## src/rtl/seg_display_arbiter_if.sv

```systemverilog
// Bus between the data sources and the seven-segment display arbiter.
// The master side drives requests, source words and hold.
// The slave side (the arbiter) drives grant, owner, disp_valid and disp_data.
interface seg_display_arbiter_if #(
    parameter int NUM_SRC = 4
) ();
    localparam int SEL_W = $clog2(NUM_SRC);

    logic [NUM_SRC-1:0]    req;
    logic [32*NUM_SRC-1:0] src_data;
    logic                  hold;
    logic [NUM_SRC-1:0]    grant;
    logic [SEL_W-1:0]      owner;
    logic                  disp_valid;
    logic [31:0]           disp_data;

    modport master (
        output req, src_data, hold,
        input  grant, owner, disp_valid, disp_data
    );

    modport slave (
        input  req, src_data, hold,
        output grant, owner, disp_valid, disp_data
    );
endinterface

```

## src/rtl/seg_display_arbiter.sv

```systemverilog
// Round-robin arbiter that shares the 8-digit seven-segment display among
// NUM_SRC 32-bit sources. An owner keeps the display for at least
// DWELL_CYCLES cycles while others wait. hold freezes the dwell-based rotation.
// If the owner drops its request, the display moves on at once.
module seg_display_arbiter #(
    parameter int NUM_SRC      = 4,
    parameter int DWELL_CYCLES = 50_000_000
) (
    input logic                 clk,
    input logic                 reset,
    seg_display_arbiter_if.slave bus
);
    localparam int SEL_W = $clog2(NUM_SRC);
    localparam int CNT_W = (DWELL_CYCLES > 1) ? $clog2(DWELL_CYCLES) : 1;
    localparam int unsigned NSRC = NUM_SRC;
    localparam logic [CNT_W-1:0] DWELL_LAST = CNT_W'(DWELL_CYCLES - 1);
    localparam logic [SEL_W-1:0] LAST_RST   = SEL_W'(NUM_SRC - 1);

    typedef enum logic {IDLE, SHOW} state_t;

    state_t             state_q, state_d;
    logic [NUM_SRC-1:0] grant_q, grant_d;
    logic [SEL_W-1:0]   owner_q, owner_d;
    logic [SEL_W-1:0]   last_q, last_d;
    logic [31:0]        data_q, data_d;
    logic [CNT_W-1:0]   cnt_q, cnt_d;

    logic [31:0]        src_w [NUM_SRC];
    logic [NUM_SRC-1:0] owner_oh;
    logic [NUM_SRC-1:0] others;
    logic [NUM_SRC-1:0] switch_mask;
    logic               switch_en;
    logic [SEL_W-1:0]   win;

    // Searches the requests for the first asserted one, starting just after last.
    function automatic logic [SEL_W-1:0] rr_pick(input logic [NUM_SRC-1:0] mask,
                                                 input logic [SEL_W-1:0]   last);
        logic [SEL_W-1:0] pick;
        logic             found;
        int unsigned      idx;
        pick  = last;
        found = 1'b0;
        for (int unsigned k = 1; k <= NSRC; k++) begin
            idx = (32'(last) + k) % NSRC;
            if (!found && mask[idx]) begin
                pick  = SEL_W'(idx);
                found = 1'b1;
            end
        end
        return pick;
    endfunction

    // Splits the packed source bus into one word per source.
    always_comb begin
        for (int unsigned i = 0; i < NSRC; i++) begin
            src_w[i] = bus.src_data[32*i +: 32];
        end
    end

    // Decides the next owner and dwell count, and loads the display word.
    always_comb begin
        state_d     = state_q;
        grant_d     = grant_q;
        owner_d     = owner_q;
        last_d      = last_q;
        data_d      = data_q;
        cnt_d       = cnt_q;
        switch_en   = 1'b0;
        switch_mask = '0;
        owner_oh    = '0;
        owner_oh[owner_q] = 1'b1;
        others      = bus.req & ~owner_oh;

        case (state_q)
            IDLE: begin
                if (|bus.req) begin
                    switch_en   = 1'b1;
                    switch_mask = bus.req;
                end
            end
            SHOW: begin
                if (!bus.req[owner_q]) begin
                    if (|others) begin
                        switch_en   = 1'b1;
                        switch_mask = others;
                    end else begin
                        state_d = IDLE;
                        grant_d = '0;
                    end
                end else if (cnt_q == DWELL_LAST && !bus.hold && |others) begin
                    switch_en   = 1'b1;
                    switch_mask = others;
                end else begin
                    data_d = src_w[owner_q];
                    if (cnt_q != DWELL_LAST) begin
                        cnt_d = cnt_q + 1'b1;
                    end
                end
            end
            default: state_d = IDLE;
        endcase

        win = rr_pick(switch_mask, last_q);
        if (switch_en) begin
            state_d       = SHOW;
            owner_d       = win;
            last_d        = win;
            grant_d       = '0;
            grant_d[win]  = 1'b1;
            data_d        = src_w[win];
            cnt_d         = '0;
        end
    end

    // Holds the arbiter state. Reset is synchronous.
    always_ff @(posedge clk) begin
        if (reset) begin
            state_q <= IDLE;
            grant_q <= '0;
            owner_q <= '0;
            last_q  <= LAST_RST;
            data_q  <= '0;
            cnt_q   <= '0;
        end else begin
            state_q <= state_d;
            grant_q <= grant_d;
            owner_q <= owner_d;
            last_q  <= last_d;
            data_q  <= data_d;
            cnt_q   <= cnt_d;
        end
    end

    assign bus.grant      = grant_q;
    assign bus.owner      = owner_q;
    assign bus.disp_valid = (state_q == SHOW);
    assign bus.disp_data  = data_q;
endmodule

```

## src/flat_wrapper.sv

```systemverilog
// flat-port wrapper written by rule: the top's interface ports become plain ports
module seg_display_arbiter_flat 
#(
    parameter int NUM_SRC      = 4,
    parameter int DWELL_CYCLES = 50_000_000
)
  (clk, reset, bus_req, bus_src_data, bus_hold, bus_grant, bus_owner, bus_disp_valid, bus_disp_data);
  seg_display_arbiter_if #(.NUM_SRC(NUM_SRC)) bus_i ();
  input logic clk;
  input logic reset;
  input wire logic [$bits(bus_i.req)-1:0] bus_req;
  input wire logic [$bits(bus_i.src_data)-1:0] bus_src_data;
  input wire logic [$bits(bus_i.hold)-1:0] bus_hold;
  output wire logic [$bits(bus_i.grant)-1:0] bus_grant;
  output wire logic [$bits(bus_i.owner)-1:0] bus_owner;
  output wire logic [$bits(bus_i.disp_valid)-1:0] bus_disp_valid;
  output wire logic [$bits(bus_i.disp_data)-1:0] bus_disp_data;
  assign bus_i.req = bus_req;
  assign bus_i.src_data = bus_src_data;
  assign bus_i.hold = bus_hold;
  assign bus_grant = bus_i.grant;
  assign bus_owner = bus_i.owner;
  assign bus_disp_valid = bus_i.disp_valid;
  assign bus_disp_data = bus_i.disp_data;
  seg_display_arbiter #(.NUM_SRC(NUM_SRC), .DWELL_CYCLES(DWELL_CYCLES)) u_core (.clk(clk), .reset(reset), .bus(bus_i));
endmodule
```

## config.mk

```make
export PLATFORM = sky130hd
export DESIGN_NAME = seg_display_arbiter_flat
export DESIGN_NICKNAME = d
export VERILOG_FILES = /design/src/rtl/seg_display_arbiter_if.sv /design/src/rtl/seg_display_arbiter.sv /design/src/flat_wrapper.sv
export SDC_FILE = /design/constraint.sdc
export NUM_CORES = 1
export LEC_CHECK = 0
export ABC_CLOCK_PERIOD_IN_PS = 6400
export BUFFER_PORTS_ARGS = -buffer_cell sky130_fd_sc_hd__buf_2
export CAP_MARGIN = 20
export CORE_ASPECT_RATIO = 1.1
export CORE_MARGIN = 4
export CORE_UTILIZATION = 30
export DETAILED_ROUTE_END_ITERATION = 10
export GPL_TIMING_DRIVEN = 0
export PLACE_DENSITY = 0.52
export SYNTH_ARGS = -nofsm -noshare
export SYNTH_HDL_FRONTEND = slang
export SYNTH_SLANG_ARGS = --single-unit
```

## constraint.sdc

```tcl
create_clock -name clk -period 6.4 [get_ports clk]
set_clock_uncertainty 0.1 [all_clocks]
set_input_delay 1.28 -clock clk [delete_from_list [all_inputs] [get_ports clk]]
set_output_delay 1.28 -clock clk [all_outputs]
set_load 0.05 [all_outputs]
```

==> impl_metrics.json, run 1 <==
{
  "status": "finished clean",
  "drtIter0Drc": 268,
  "dieArea_sq_um": 19100,
  "numCtsBuffers": 9,
  "yosysTopAreaCellShare_pct": 26.4,
  "clkLatencyLatePin_ns": 0.33,
  "tritoncts": "yes",
  "die_width_microns": 132,
  "drtPass1Iterations": 4,
  "start_util_pct": 30.8,
  "power_density_nw_per_um2": 326,
  "finalCritPeriodShare_pct": 61.3,
  "max-vdd-ir-drop_uv": 145,
  "netlist_instances": 516,
  "leakage_nw": 2.59,
  "grt_usage_pct": 17.5,
  "synth_flop_cell": "dfxtp_1",
  "max_stage_delay_ns": 0.64,
  "cts_setup_buffers": 0,
  "fill_cells": 1625,
  "synth_area_leader_cell": "dfxtp_1",
  "ant_nets": 0,
  "hold_slack_ns": 0.357,
  "remaining_drc_errors": 0,
  "cts_sinks": 67,
  "crit_path_start_kind": "input port",
  "yosys_register_bits": 67,
  "cp_slowest_cell": "a21oi_1",
  "htree_levels": 3,
  "ios": 174,
  "layout_common_cells": "buf_2 (172), mux2i_1 (68), dfxtp_1 (67)",
  "synth.cell_area_sq_um": 5090,
  "nets": 832,
  "synthArstFlopShare_pct": 0,
  "layout-drive-gt1-share_pct": 38.5,
  "cap_violations": 0,
  "vias": 4930,
  "syn_to_final_growth_pct": 28.1,
  "endpoint_kind": "flop",
  "overflow": 0,
  "path_cells": "clkbuf_1 > mux2_2 > or3_1 > o21ai_1 > a21oi_1 > a21oi_1 > clkbuf_1 > nand3_1 > a21o_1 > o221ai_2",
  "slew_viol_final": 0,
  "port_buffers": 168,
  "min_period_ns": 3.93,
  "wl_per_cell_microns": 18.6,
  "synth_edf_count": 0,
  "yosys-top-cells-area": "dfxtp_1 (26%), mux4_2 (15%), mux2i_1 (13%)",
  "grt_max_degree": 13,
  "row_count": 49,
  "antenna_cells": 0,
  "cts_hold_buffers": 0,
  "relSlewSlack_pct": 26.1,
  "syn_avg_cell_area_sq_um": 9.86,
  "arrival_ns": 4.08,
  "die_y_microns": 145,
  "holdCritPathClass": "flop to flop",
  "wl_microns": 16800,
  "final_common_cell": "buf_2",
  "place.gp.congestion": 0.808,
  "fin_tns_setup_ns": 0,
  "yosysUniqueCellTypes": 51,
  "coreArea_sq_um": 16500,
  "grt_pass1_vias": 5236,
  "cts.clk_slew.worst_paths_ns": 0.06,
  "yosys_warnings": 0,
  "worstPathRequired_ns": 6.56,
  "crit_fanout": 10,
  "clockBufferDepth": 2,
  "worstMarginPinSlew_ns": 1.10,
  "root_buffer": "clkbuf_16",
  "syn_nets": 652,
  "seq_area_frac_synth_pct": 26.4,
  "rsz0062_at_grt": "false",
  "crit_type": "input port to flop",
  "hpwl_microns": 12800,
  "fin_util_pct": 39.5,
  "antenna_found_initial": 0,
  "grt_pass1_wl_microns": 26800,
  "viasPerCell": 5.45,
  "finalHoldViolCount": 0,
  "max_freq_ghz": 0.255,
  "finalSetupViolCount": 0,
  "postCtsResizedCells": 0
}
[synth_stat cells (all sizes together), types with 5 or more instances]
library cell,count
mux4,33
or3,6
dfxtp,67
a21o,31
inv,7
nor2,46
nand2,48
xor2,8
nand3,44
clkbuf,25
o21ai,7
o221ai,32
xnor2,15
mux2i,68
a21oi,8
nor3,5
buf,20
[cell families (layout without fill, tap and decap cells)]
group | after synthesis | in the layout | share of synthesized area [%]
AO/OA/AOI/OAI | 95 | 95 | 18.5
XOR/XNOR | 23 | 23 | 3.96
adder cells (fa/ha/maj) | 1 | 1 | 0.246
buffers and inverters | 52 | 237 | 6.35
flip-flops | 67 | 67 | 26.4
multiplexers | 102 | 102 | 28.2
AND/OR/NAND/NOR | 176 | 176 | 16.3
[stage by stage]
stage / power (mW) / cell area, sq um / std cells / setup WS [ns]
3_5_place_dp: 1.58 / 6190 / 889 / 2.14
6_report: 2.13 / 6520 / 905 / 2.47
4_1_cts: 2.14 / 6520 / 905 / 2.48
5_1_grt: 2.22 / 6520 / 905 / 2.23
3_3_place_gp: 1.57 / 6180 / 888 / 1.98
2_1_floorplan: 1.34 / 5090 / 516 / 2.71
[worst paths after layout]
check | start | cells past startpoint | slack, ns | end
setup / recovery | bus_req[3] | 10 | 2.47 | u_core.bus.disp_data[3]$_SDFFE_PP0P_
setup reg to reg | u_core.bus.owner[1]$_SDFFE_PP0N_ | 9 | 3.10 | u_core.bus.disp_data[3]$_SDFFE_PP0P_
hold / removal | u_core.bus.grant[3]$_SDFFE_PP0P_ | 2 | 0.36 | u_core.bus.grant[3]$_SDFFE_PP0P_
hold reg to reg | u_core.bus.grant[3]$_SDFFE_PP0P_ | 2 | 0.36 | u_core.bus.grant[3]$_SDFFE_PP0P_
[sequential cells by signal, indices dropped and copies added, names as in the netlist]
name	cells
u_core.bus.grant	4
u_core.bus.owner	2
u_core.bus.disp_valid	1
u_core.last_q	2
u_core.bus.disp_data	32
u_core.cnt_q	26
[layout make-up]
| class | instances | area, sq um | area share [%] |
|---|---|---|---|
| plain buffers | 45 | 297 | 4.55 |
| clock buffers | 11 | 243 | 3.73 |
| clock inverters | 5 | 85.1 | 1.31 |
| inverters | 7 | 26.3 | 0.403 |
| multi-input cells | 397 | 3420 | 52.5 |
| flip-flops and latches | 67 | 1340 | 20.6 |
| well taps | 204 | 255 | 3.92 |
| repair buffers | 169 | 846 | 13.0 |
[power breakdown]
part	internal (mW)	switching, mW
logic	0.422	0.622
registers	0.484	0.0434
clock network	0.354	0.199
[per-layer routing]
metal	vias up	share of wire, %	global-route usage, %
met3	17	5.6	3.72
met5	-	0	0
met2	156	49	30.4
met4	0	1.4	6.14
met1	2441	44	21.5
li1	2316	-	-
[worst max-delay path: cells and delay by family]
| family | cells | cell delay [ns] |
|---|---|---|
| AOI/OAI and AO/OA | 5 | 1.34 |
| buffers and inverters | 2 | 0.69 |
| and+or+nand+nor | 2 | 0.47 |
| muxes | 1 | 0.30 |
No activity file was read; power rests on OpenSTA's default activity.
==> inputs of run 2 (changes only) <==
- ABC_AREA: default -> 1
- ABC_CLOCK_PERIOD_IN_PS: 6400 -> 3860
- clock period: 6.4 -> 3.86 ns (I/O delays scaled with it)
==> run 2 against run 1 <==
Net effect: clock-buffer cell count is 1 higher; critical path type is now flop to flop; sequential power is 81% higher; cell count is 53% higher; register-to-register slack worse by 2.2 ns; critical path depth is 10 higher; area after synthesis is 10% higher; sequential cell count stayed put; synthesized cell count is 84% higher; sequential share of layout area is 1.6 points lower; final area is 8.6% higher; largest power group unchanged.
==> impl_metrics.json, run 2 <==
{
  "p_int_mw": 3.09,
  "start_util_pct": 30.5,
  "row_count": 52,
  "grt_pass1_vias": 6653,
  "switching_share_pct": 56.5,
  "synthArstFlopShare_pct": 0,
  "drtIter0Drc": 350,
  "wl_per_cell_microns": 16.4,
  "clockBufferDepth": 2,
  "cts_sinks": 67,
  "switchingPower_mw": 4.01,
  "finalCritPeriodShare_pct": 77.7,
  "worstPathRequired_ns": 4.03,
  "synth_area_leader_cell": "nand2_1",
  "yosysTopAreaCellShare_pct": 26.3,
  "dieArea_sq_um": 21000,
  "finalHoldViolCount": 0,
  "p_comb_share_pct": 74.7,
  "remaining_drc_errors": 0,
  "synth_most_common_cell": "nand2_1",
  "fin_tns_setup_ns": 0,
  "max_stage_delay_ns": 0.37,
  "syn_nets": 1088,
  "synth_compound_area_share_pct": 16.6,
  "grt_max_degree": 12,
  "coreArea_sq_um": 18400,
  "crit_fanout": 10,
  "cts.clk_slew.worst_paths_ns": 0.06,
  "arrival_ns": 3.17,
  "relSlewSlack_pct": 57.0,
  "crit_path_frequent_cell": "nand2_1",
  "grt_pass1_wl_microns": 35000,
  "finalSetupViolCount": 0,
  "cap_violations": 0,
  "slew_viol_final": 0,
  "worstMarginPinSlew_ns": 0.646,
  "crit_type": "flop to flop",
  "synthMuxAreaShare_pct": 0,
  "status": "finished clean",
  "vias": 7013,
  "synth.cell_area_sq_um": 5610,
  "largest_reg_flops": 32,
  "tritoncts": "yes",
  "yosys-top-cells-area": "nand2_1 (26%), dfxtp_1 (24%), nand3_1 (11%)",
  "pwr-share-seq_pct": 13.5,
  "yosysUniqueCellTypes": 37,
  "yosys_register_bits": 67,
  "htree_levels": 3,
  "seq_area_frac_synth_pct": 23.9,
  "fin_ws_ns": 0.860,
  "rsz0062_at_grt": "false",
  "yosys_warnings": 0,
  "syn_to_final_growth_pct": 26.1,
  "viasPerCell": 5.06,
  "nets": 1272,
  "power_density_nw_per_um2": 1000,
  "cts_hold_buffers": 0,
  "synth_xor_area_share_pct": 2.03,
  "wl_microns": 22800,
  "worst-r2r-setup-slack_ns": 0.86,
  "min_period_ns": 3.00,
  "path_cells": "ha_1 > nand3_2 > nor2_1 > nand2_1 > nor2_1 > nand2_2 > nand2_4 > nand2_2 > nand3_2 > nand3_1 > nand2_1 > nor2_1 > nand2_1 > nand2_1 > a21oi_4 > buf_2 > nand2_1 > nand3_1 > nand2_1 > a21oi_1",
  "ant_nets": 0,
  "synth_flop_cell": "dfxtp_1",
  "place_ws_ns": 0.693,
  "holdCritPathClass": "flop to flop",
  "die_y_microns": 151,
  "cp_slowest_cell": "dfxtp_1",
  "syn_avg_cell_area_sq_um": 5.90,
  "endpoint_kind": "flop",
  "max_freq_ghz": 0.333,
  "cts_setup_buffers": 0,
  "layout_common_cells": "nand2_1 (393), buf_2 (190), nand3_1 (125)",
  "layout-drive-gt1-share_pct": 23.3,
  "leakage_nw": 3.41,
  "dp_cells": 1368,
  "netlist_instances": 952,
  "synthAdderAreaFrac_pct": 0.223,
  "final_cells": 1386,
  "crit_path_start_kind": "flop",
  "max-vdd-ir-drop_uv": 426,
  "postCtsResizedCells": 0,
  "numCtsBuffers": 9,
  "clkLatencyLatePin_ns": 0.35,
  "root_buffer": "clkbuf_16",
  "overflow": 0,
  "synth_common_cells": "nand2_1 (393), nand3_1 (125), a21oi_1 (113)",
  "synth_edf_count": 0,
  "antenna_found_initial": 7,
  "ios": 174,
  "place.gp.congestion": 0.843,
  "die_width_microns": 138,
  "grt_usage_pct": 20.8,
  "hpwl_microns": 17400,
  "clock_power_share_pct": 11.9,
  "yosys.area_share.simple_pct": 47.6,
  "synth_top_family_by_area": "simple AND/OR/NAND/NOR gates",
  "port_buffers": 173,
  "final_common_cell": "nand2_1",
  "drtPass1Iterations": 5
}
[run 2: cell type report]
| cell class | instances | area, sq um |
|---|---|---|
| multi-input cells | 776 | 3730 |
| plain buffers | 65 | 370 |
| inverters | 44 | 168 |
| fillers | 2115 | 11300 |
| diodes | 2 | 5.00 |
| repair buffers | 173 | 866 |
| well taps | 243 | 304 |
| clock inverters | 4 | 51.3 |
| flip-flops and latches | 67 | 1340 |
| clock buffers | 12 | 236 |
[run 2: stage by stage]
step / area (sq um) / hold slack [ns] / util [%] / total power, mW
2_1_floorplan: 5610 / 0.352 / - / 4.91
3_3_place_gp: 6780 / 0.351 / 36.8 / 6.25
3_5_place_dp: 6780 / 0.353 / 36.8 / 6.25
4_1_cts: 7070 / 0.363 / 38.4 / 7.12
5_1_grt: 7070 / 0.373 / 38.4 / 7.76
6_report: 7080 / 0.359 / 38.4 / 7.10
[run 2: power by group through the flow]
stage,clock [mW],combinational (mW),sequential (mW)
5_1_grt,0.889,5.90,0.974
3_5_place_dp,0,5.29,0.969
4_1_cts,0.867,5.30,0.955
2_1_floorplan,0,3.42,1.48
6_report,0.843,5.30,0.955
3_3_place_gp,0,5.27,0.972
[run 2: path summary, 6_finish.rpt]
path / start / depth (start not counted) / endpoint
hold / removal: u_core.bus.disp_data[17]$_SDFFE_PP0P_ / 2 / u_core.bus.disp_data[17]$_SDFFE_PP0P_
hold reg to reg: u_core.bus.disp_data[17]$_SDFFE_PP0P_ / 2 / u_core.bus.disp_data[17]$_SDFFE_PP0P_
setup reg to reg: u_core.cnt_q[0]$_SDFFE_PP0P_ / 20 / u_core.bus.disp_data[0]$_SDFFE_PP0P_
setup / recovery: u_core.cnt_q[0]$_SDFFE_PP0P_ / 20 / u_core.bus.disp_data[0]$_SDFFE_PP0P_
[run 2: kinds of logic after synthesis]
logic type,count (synthesis)
fa+ha+maj,1
compound gates,157
simple gates,605
xor+xnor,13
buf+inv,109
flops,67
[run 2: critical path: cells and delay by family, from the launching register on]
family,cells,cell delay [ns]
DFF,1,0.37
adders and majority gates,1,0.21
and+or+nand+nor,16,1.47
buffers and inverters,1,0.32
AOI/OAI and AO/OA,2,0.43
[run 2: routing by layer]
layer / share of wire [%] / vias up / routed length [microns] / GRT usage (%)
met1: 44 / 3159 / 9930 / 26.6
met2: 47 / 261 / 10700 / 34.9
met4: 2.3 / 10 / 524 / 7.36
li1: - / 3537 / - / -
met3: 6.7 / 46 / 1540 / 4.61
met5: 0.27 / - / 61 / 0
